$ cat config.mk
export PLATFORM = sky130hd
export DESIGN_NAME = alu_issue_sequencer
export DESIGN_NICKNAME = d
export VERILOG_FILES = /design/src/rtl/alu_issue_sequencer.sv
export SDC_FILE = /design/constraint.sdc
export NUM_CORES = 2
export LEC_CHECK = 0
export ABC_CLOCK_PERIOD_IN_PS = 4300
export CORE_MARGIN = 2
export CORE_UTILIZATION = 59
export CTS_BUF_LIST = sky130_fd_sc_hd__clkbuf_8
export CTS_CLUSTER_DIAMETER = 150
export DETAILED_ROUTE_END_ITERATION = 8
export PLACE_DENSITY = 0.86
export SYNTH_ARGS = -nofsm -noshare
export SYNTH_HDL_FRONTEND = slang
export SYNTH_SLANG_ARGS = --single-unit
$ cat constraint.sdc
create_clock -name clk -period 4.3 [get_ports clk]
set_clock_uncertainty 0.05 [all_clocks]
set_input_delay 1.29 -clock clk [delete_from_list [all_inputs] [get_ports clk]]
set_output_delay 1.29 -clock clk [all_outputs]
set_load 0.005 [all_outputs]
$ cat src/rtl/alu_issue_sequencer.sv
// Multi-cycle issue/write-back controller in front of the 32-bit ALU:
// accepts one RV32I ALU instruction, reads operands, drives the ALU, writes rd.
module alu_issue_sequencer #(
  parameter int DATA_WIDTH = 32,
  parameter int REG_COUNT  = 32
) (
  input  logic                  clk,
  input  logic                  reset,
  input  logic [31:0]           Instr_i,
  input  logic                  Instr_Valid_i,
  output logic                  Instr_Ready_o,
  output logic [3:0]            ALU_Operation_o,
  output logic [DATA_WIDTH-1:0] ALU_A_o,
  output logic [DATA_WIDTH-1:0] ALU_B_o,
  input  logic [DATA_WIDTH-1:0] ALU_Result_i,
  input  logic                  ALU_Zero_i,
  output logic                  Zero_o,
  output logic                  Done_o,
  output logic                  Illegal_o,
  input  logic [4:0]            Dbg_Addr_i,
  output logic [DATA_WIDTH-1:0] Dbg_Data_o
);

  typedef enum logic [2:0] {
    IDLE      = 3'd0,
    DECODE    = 3'd1,
    EXECUTE   = 3'd2,
    WRITEBACK = 3'd3,
    FAULT     = 3'd4
  } state_t;

  state_t                state_q, state_d;
  logic [31:0]           instr_q, instr_d;
  logic [3:0]            op_q, op_d;
  logic [DATA_WIDTH-1:0] a_q, a_d, b_q, b_d;
  logic [DATA_WIDTH-1:0] result_q, result_d;
  logic                  zero_q, zero_d;
  logic                  wr_en_s;
  logic [DATA_WIDTH-1:0] regs_q [REG_COUNT];

  logic [6:0]            opcode_s;
  logic [2:0]            funct3_s;
  logic [6:0]            funct7_s;
  logic [4:0]            rs1_s, rs2_s, rd_s;
  logic [DATA_WIDTH-1:0] rs1_val_s, rs2_val_s, imm_s;
  logic                  legal_s;
  logic [3:0]            dec_op_s;
  logic [DATA_WIDTH-1:0] dec_b_s;

  assign opcode_s  = instr_q[6:0];
  assign rd_s      = instr_q[11:7];
  assign funct3_s  = instr_q[14:12];
  assign rs1_s     = instr_q[19:15];
  assign rs2_s     = instr_q[24:20];
  assign funct7_s  = instr_q[31:25];
  assign imm_s     = {{(DATA_WIDTH-12){instr_q[31]}}, instr_q[31:20]};
  // x0 is hardwired to zero on every read port
  assign rs1_val_s  = (rs1_s == 5'd0) ? {DATA_WIDTH{1'b0}} : regs_q[rs1_s];
  assign rs2_val_s  = (rs2_s == 5'd0) ? {DATA_WIDTH{1'b0}} : regs_q[rs2_s];
  assign Dbg_Data_o = (Dbg_Addr_i == 5'd0) ? {DATA_WIDTH{1'b0}} : regs_q[Dbg_Addr_i];

  assign Instr_Ready_o   = (state_q == IDLE);
  assign Done_o          = (state_q == WRITEBACK);
  assign Illegal_o       = (state_q == FAULT);
  assign ALU_Operation_o = op_q;
  assign ALU_A_o         = a_q;
  assign ALU_B_o         = b_q;
  assign Zero_o          = zero_q;

  // Instruction decode of the latched word: legality, ALU op and operand B
  always_comb begin
    legal_s  = 1'b0;
    dec_op_s = 4'b0000;
    dec_b_s  = rs2_val_s;
    case (opcode_s)
      7'b0110011: begin
        if ((funct3_s == 3'b000) && (funct7_s == 7'b0000000)) begin
          legal_s = 1'b1;
        end else if ((funct3_s == 3'b000) && (funct7_s == 7'b0100000)) begin
          legal_s  = 1'b1;
          dec_op_s = 4'b0001;
        end else begin
          legal_s = 1'b0;
        end
      end
      7'b0010011: begin
        dec_b_s = imm_s;
        case (funct3_s)
          3'b000:  legal_s = 1'b1;
          3'b110: begin
            legal_s  = 1'b1;
            dec_op_s = 4'b0010;
          end
          default: legal_s = 1'b0;
        endcase
      end
      default: legal_s = 1'b0;
    endcase
  end

  // Sequencer next-state and datapath register updates
  always_comb begin
    state_d  = state_q;
    instr_d  = instr_q;
    op_d     = op_q;
    a_d      = a_q;
    b_d      = b_q;
    result_d = result_q;
    zero_d   = zero_q;
    wr_en_s  = 1'b0;
    case (state_q)
      IDLE: begin
        if (Instr_Valid_i) begin
          instr_d = Instr_i;
          state_d = DECODE;
        end else begin
          state_d = IDLE;
        end
      end
      DECODE: begin
        if (legal_s) begin
          op_d    = dec_op_s;
          a_d     = rs1_val_s;
          b_d     = dec_b_s;
          state_d = EXECUTE;
        end else begin
          state_d = FAULT;
        end
      end
      EXECUTE: begin
        result_d = ALU_Result_i;
        zero_d   = ALU_Zero_i;
        state_d  = WRITEBACK;
      end
      WRITEBACK: begin
        wr_en_s = (rd_s != 5'd0);
        state_d = IDLE;
      end
      FAULT:   state_d = IDLE;
      default: state_d = IDLE;
    endcase
  end

  // State, operand and result registers
  always_ff @(posedge clk or negedge reset) begin
    if (!reset) begin
      state_q  <= IDLE;
      instr_q  <= 32'h0000_0000;
      op_q     <= 4'b0000;
      a_q      <= {DATA_WIDTH{1'b0}};
      b_q      <= {DATA_WIDTH{1'b0}};
      result_q <= {DATA_WIDTH{1'b0}};
      zero_q   <= 1'b0;
    end else begin
      state_q  <= state_d;
      instr_q  <= instr_d;
      op_q     <= op_d;
      a_q      <= a_d;
      b_q      <= b_d;
      result_q <= result_d;
      zero_q   <= zero_d;
    end
  end

  // Architectural register file; entry 0 is never written
  always_ff @(posedge clk or negedge reset) begin
    if (!reset) begin
      for (int i = 0; i < REG_COUNT; i++) begin
        regs_q[i] <= {DATA_WIDTH{1'b0}};
      end
    end else if (wr_en_s) begin
      regs_q[rd_s] <= result_q;
    end else begin
      regs_q[0] <= {DATA_WIDTH{1'b0}};
    end
  end

endmodule

==> impl_metrics.yaml <==
power:
  power.internal_uw: 19330
  sw_frac_of_total_pct: 34.42
  vdd_drop_max_mv: 0.3695
  switching_power_of_the_nets_uw: 10150
  proportion_of_power_drawn_by_flip_flops_and_latches_pct: 40.5
  power.clock.fraction_pct: 35.1
  power_density_nw_per_um2: 377.2
  p_total_uw: 29470
  leakagePower_uw: 0.03470
  power.combinational.fraction_pct: 24.3
run_status:
  failed_checks: "negative setup slack"
  status: "finished, violations left"
layout:
  post-route-util_pct: 68.52
  share_of_post_route_cells_with_drive_strength_above_1_pct: 54.56
  final_cell_count_no_fill: 6388
  final_nets: 4788
  area_growth_from_synthesis_to_layout_pct: 15.55
grt:
  antenna_found_initial: 13
  largest_net_degree_at_the_start_of_global_routing: 110
  globalRouteTotalUtil_pct: 41.41
  global_route_wire_length_before_repair_um: 350900
  grt_overflow_total: 0
  number_of_global_route_vias_before_repair: 51972
synth:
  postSynthRegisterBits: 1158
  netlist_area_um2: 67620
  synth_largest_area_cell: "dfrtp_1"
  post-synth-top-area-fraction_pct: 42.85
  count_of_cell_types_in_the_netlist: 59
  synth_edf_count: 0
  synthTopCellsByArea: "dfrtp_1 (43%), mux4_2 (26%), mux2_2 (17%)"
  ys_warn_count: 0
  postSynthAreaPerCell_um2: 15.03
  ys_dominant_reg_cell: "dfrtp_1"
  post-synth-top-count-cell: "dfrtp_1"
  synth_cells: 4499
  seq_area_frac_synth_pct: 42.85
  top_cell_types_by_occurrence_after_synthesis: "dfrtp_1 (1158), mux2_2 (1044), mux4_2 (774), clkbuf_1 (259), mux2i_1 (177)"
  asyncSetResetFlopFracSynth_pct: 100.0
timing:
  final_hold_viol_count: 0
  totalNegativeSetupSlack_ns: -4.448
  slew_viol_final: 0
  rsz0062_at_grt: "yes"
  post-route-period-util_pct: 104.9
  fmaxAchievable_ghz: 0.2216
  finalWorstPathRequiredPeriod_ns: 4.513
  setup_viol: 32
  setup_ws_ns: -0.2128
  max-slew-margin-rel_pct: 19.49
  worst_slew_pin_slew_ns: 1.208
drt:
  drt_pre_antenna_iters: 6
  route.detailed.wl_per_inst_um: 38.20
  drt_wl_total_um: 244000
  drt.antenna.violating_nets: 0
  vias: 50734
  ratio_of_routed_vias_to_standard_cells: 7.942
  remaining_drc_errors: 0
  first_iter_violations: 8301
die:
  row_count: 124
  boundaryPins: 177
  die_y_um: 342.6
  die_width_um: 342.6
  initial_core_util_pct: 59.30
  design.core.area_um2: 114000
  fp.dieArea_um2: 117300
worst_setup_path:
  crit-reg2reg-capture: "regs_q[374]$_DFFE_PN0P_"
  rr_startpoint: "state_q[2]$_DFF_PN0_"
  timing.setup.critical_path_class: "input port to output port"
  cp_data_arrival_time_ns: 3.17
  max_stage_delay_ns: 0.50
  worst_r2r_path_depth: 7
  worst_reg_to_reg_setup_slack_ns: 0.78
  endpoint_type_of_the_worst_setup_path: "output port"
  required_ns: 2.96
  cp-start-kind: "input port"
  slowest_stage: "mux4_2"
  launch_point_of_the_worst_path: "Dbg_Addr_i[0]"
  critPathMaxFanout: 6
  worstPathCellList: "buf_16 -> buf_12 -> buf_16 -> mux4_2 -> mux4_2 -> nand2_2 -> o21ai_1 -> buf_4 -> buf_6"
  crit_end: "Dbg_Data_o[3]"
flow_run:
  max_cap_viol_count: 0
placed_design:
  hpwlAfterDp_um: 141600
  placed_cell_count: 5962
  place.port_buffers: 174
  gp_routability_congestion: 0.9485
clock_tree:
  cts.hold.buffers_added: 0
  cts.sink_count: 1158
  clock_latency_ns: 0.96
  cts_tree: "done"
  clockBufferDepth: 3
  clockRootBuffer: "clkbuf_8"
  clk_transition_reported_paths_ns: 0.07
  cts_buffers: 186
  htree_levels: 4
hold_path:
  timing.hold.worst.class: "input port to asynchronous set/reset pin"
-- per-stage QoR --
step,setup WS (ns),hold slack (ns),area [um^2]
2_1_floorplan,-0.01481,0.4203,67740
3_3_place_gp,-0.7377,0.4151,72640
3_5_place_dp,-0.7759,0.4244,72640
4_1_cts,-0.2057,0.3577,77900
5_1_grt,-0.2487,0.3678,78100
6_report,-0.2128,0.3389,78140
-- power groups by stage --
stage	Clock, uW	Sequential (uW)	Combinational [uW]
2_1_floorplan	0	11400	4250
3_3_place_gp	0	12100	6570
3_5_place_dp	0	12100	6650
4_1_cts	10300	11900	6840
5_1_grt	10900	12000	7240
6_report	10300	12000	7180
-- registers in the layout, summed over array words and instances (netlist names) --
name and cells:
ALU_A_o 32, ALU_B_o 32, ALU_Operation_o 2, Zero_o 1
instr_q 32, regs_q 1024, result_q 32, state_q 3
-- area by class of cell --
type                            instances  area (um^2)
Multi-Input combinational cell       2805        36900
Fill cell                            7010        35900
Sequential cell                      1158        29000
Timing Repair Buffer                  525         6167
Clock buffer                          245         3372
Tap cell                             1512         1892
Clock inverter                         89        621.8
Inverter                               39        147.6
Antenna cell                           15        37.54
-- what timing repair did --
item                                    4_1_cts  5_1_grt
endpoints found under the setup margin       32       32
resized for setup                           297       57
buffers inserted                             49       34
pin swaps                                    13        8
hold endpoints to repair                      0        0
cloned                                       14        3
-- placed cells by master (no fill, tap or decap), types with 47 or more instances in the layout --
cell,n
mux2i_1,177
nor2_1,47
nand2_1,71
and2_1,48
inv_1,54
mux2_2,1044
mux4_2,774
a221oi_1,72
buf_4,189
dfrtp_1,1148
clkbuf_8,245
clkdlybuf4s50_1,136
a22o_1,71
buf_12,112
-- worst max-delay path: cells and delay by family --
family          cells  cell delay [ns]
buf+inv             5             0.72
compound gates      1             0.07
simple gates        1             0.07
mux                 2             0.99
-- worst min-delay path by stage --
stage / slack (ns) / endpoint / cells after the start
CTS: 0.36 / instr_q[19]$_DFFE_PN0P_ / 1
finish: 0.34 / instr_q[27]$_DFFE_PN0P_ / 1
global placement: 0.42 / ALU_B_o[4]$_DFFE_PN0P_ / 2
detailed placement: 0.42 / ALU_B_o[4]$_DFFE_PN0P_ / 2
floorplan: 0.42 / ALU_B_o[4]$_DFFE_PN0P_ / 2
global route: 0.37 / instr_q[27]$_DFFE_PN0P_ / 1
-- cell families (layout without fill, tap and decap cells) --
family,after synthesis,after routing,synth area share [%]
AO/OA/AOI/OAI,438,438,4.927
flip-flops,1158,1158,42.85
multiplexers,2010,2010,46.03
AND/OR/NAND/NOR,354,354,2.703
other,1,17,0.005545
XOR/XNOR,1,1,0.01295
buffers and inverters,537,898,3.467
-- routing by layer --
layer | routed length, um | track usage [%] | up-vias | share of wire (%)
met3 | 40680 | 19.29 | 1579 | 17
met5 | 89 | 0.2003 | - | 0.036
li1 | - | - | 18341 | -
met2 | 105100 | 58.30 | 5311 | 43
met4 | 22990 | 33.18 | 10 | 9.4
met1 | 75110 | 48.87 | 25493 | 31
(Power assumes the default switching activity.)
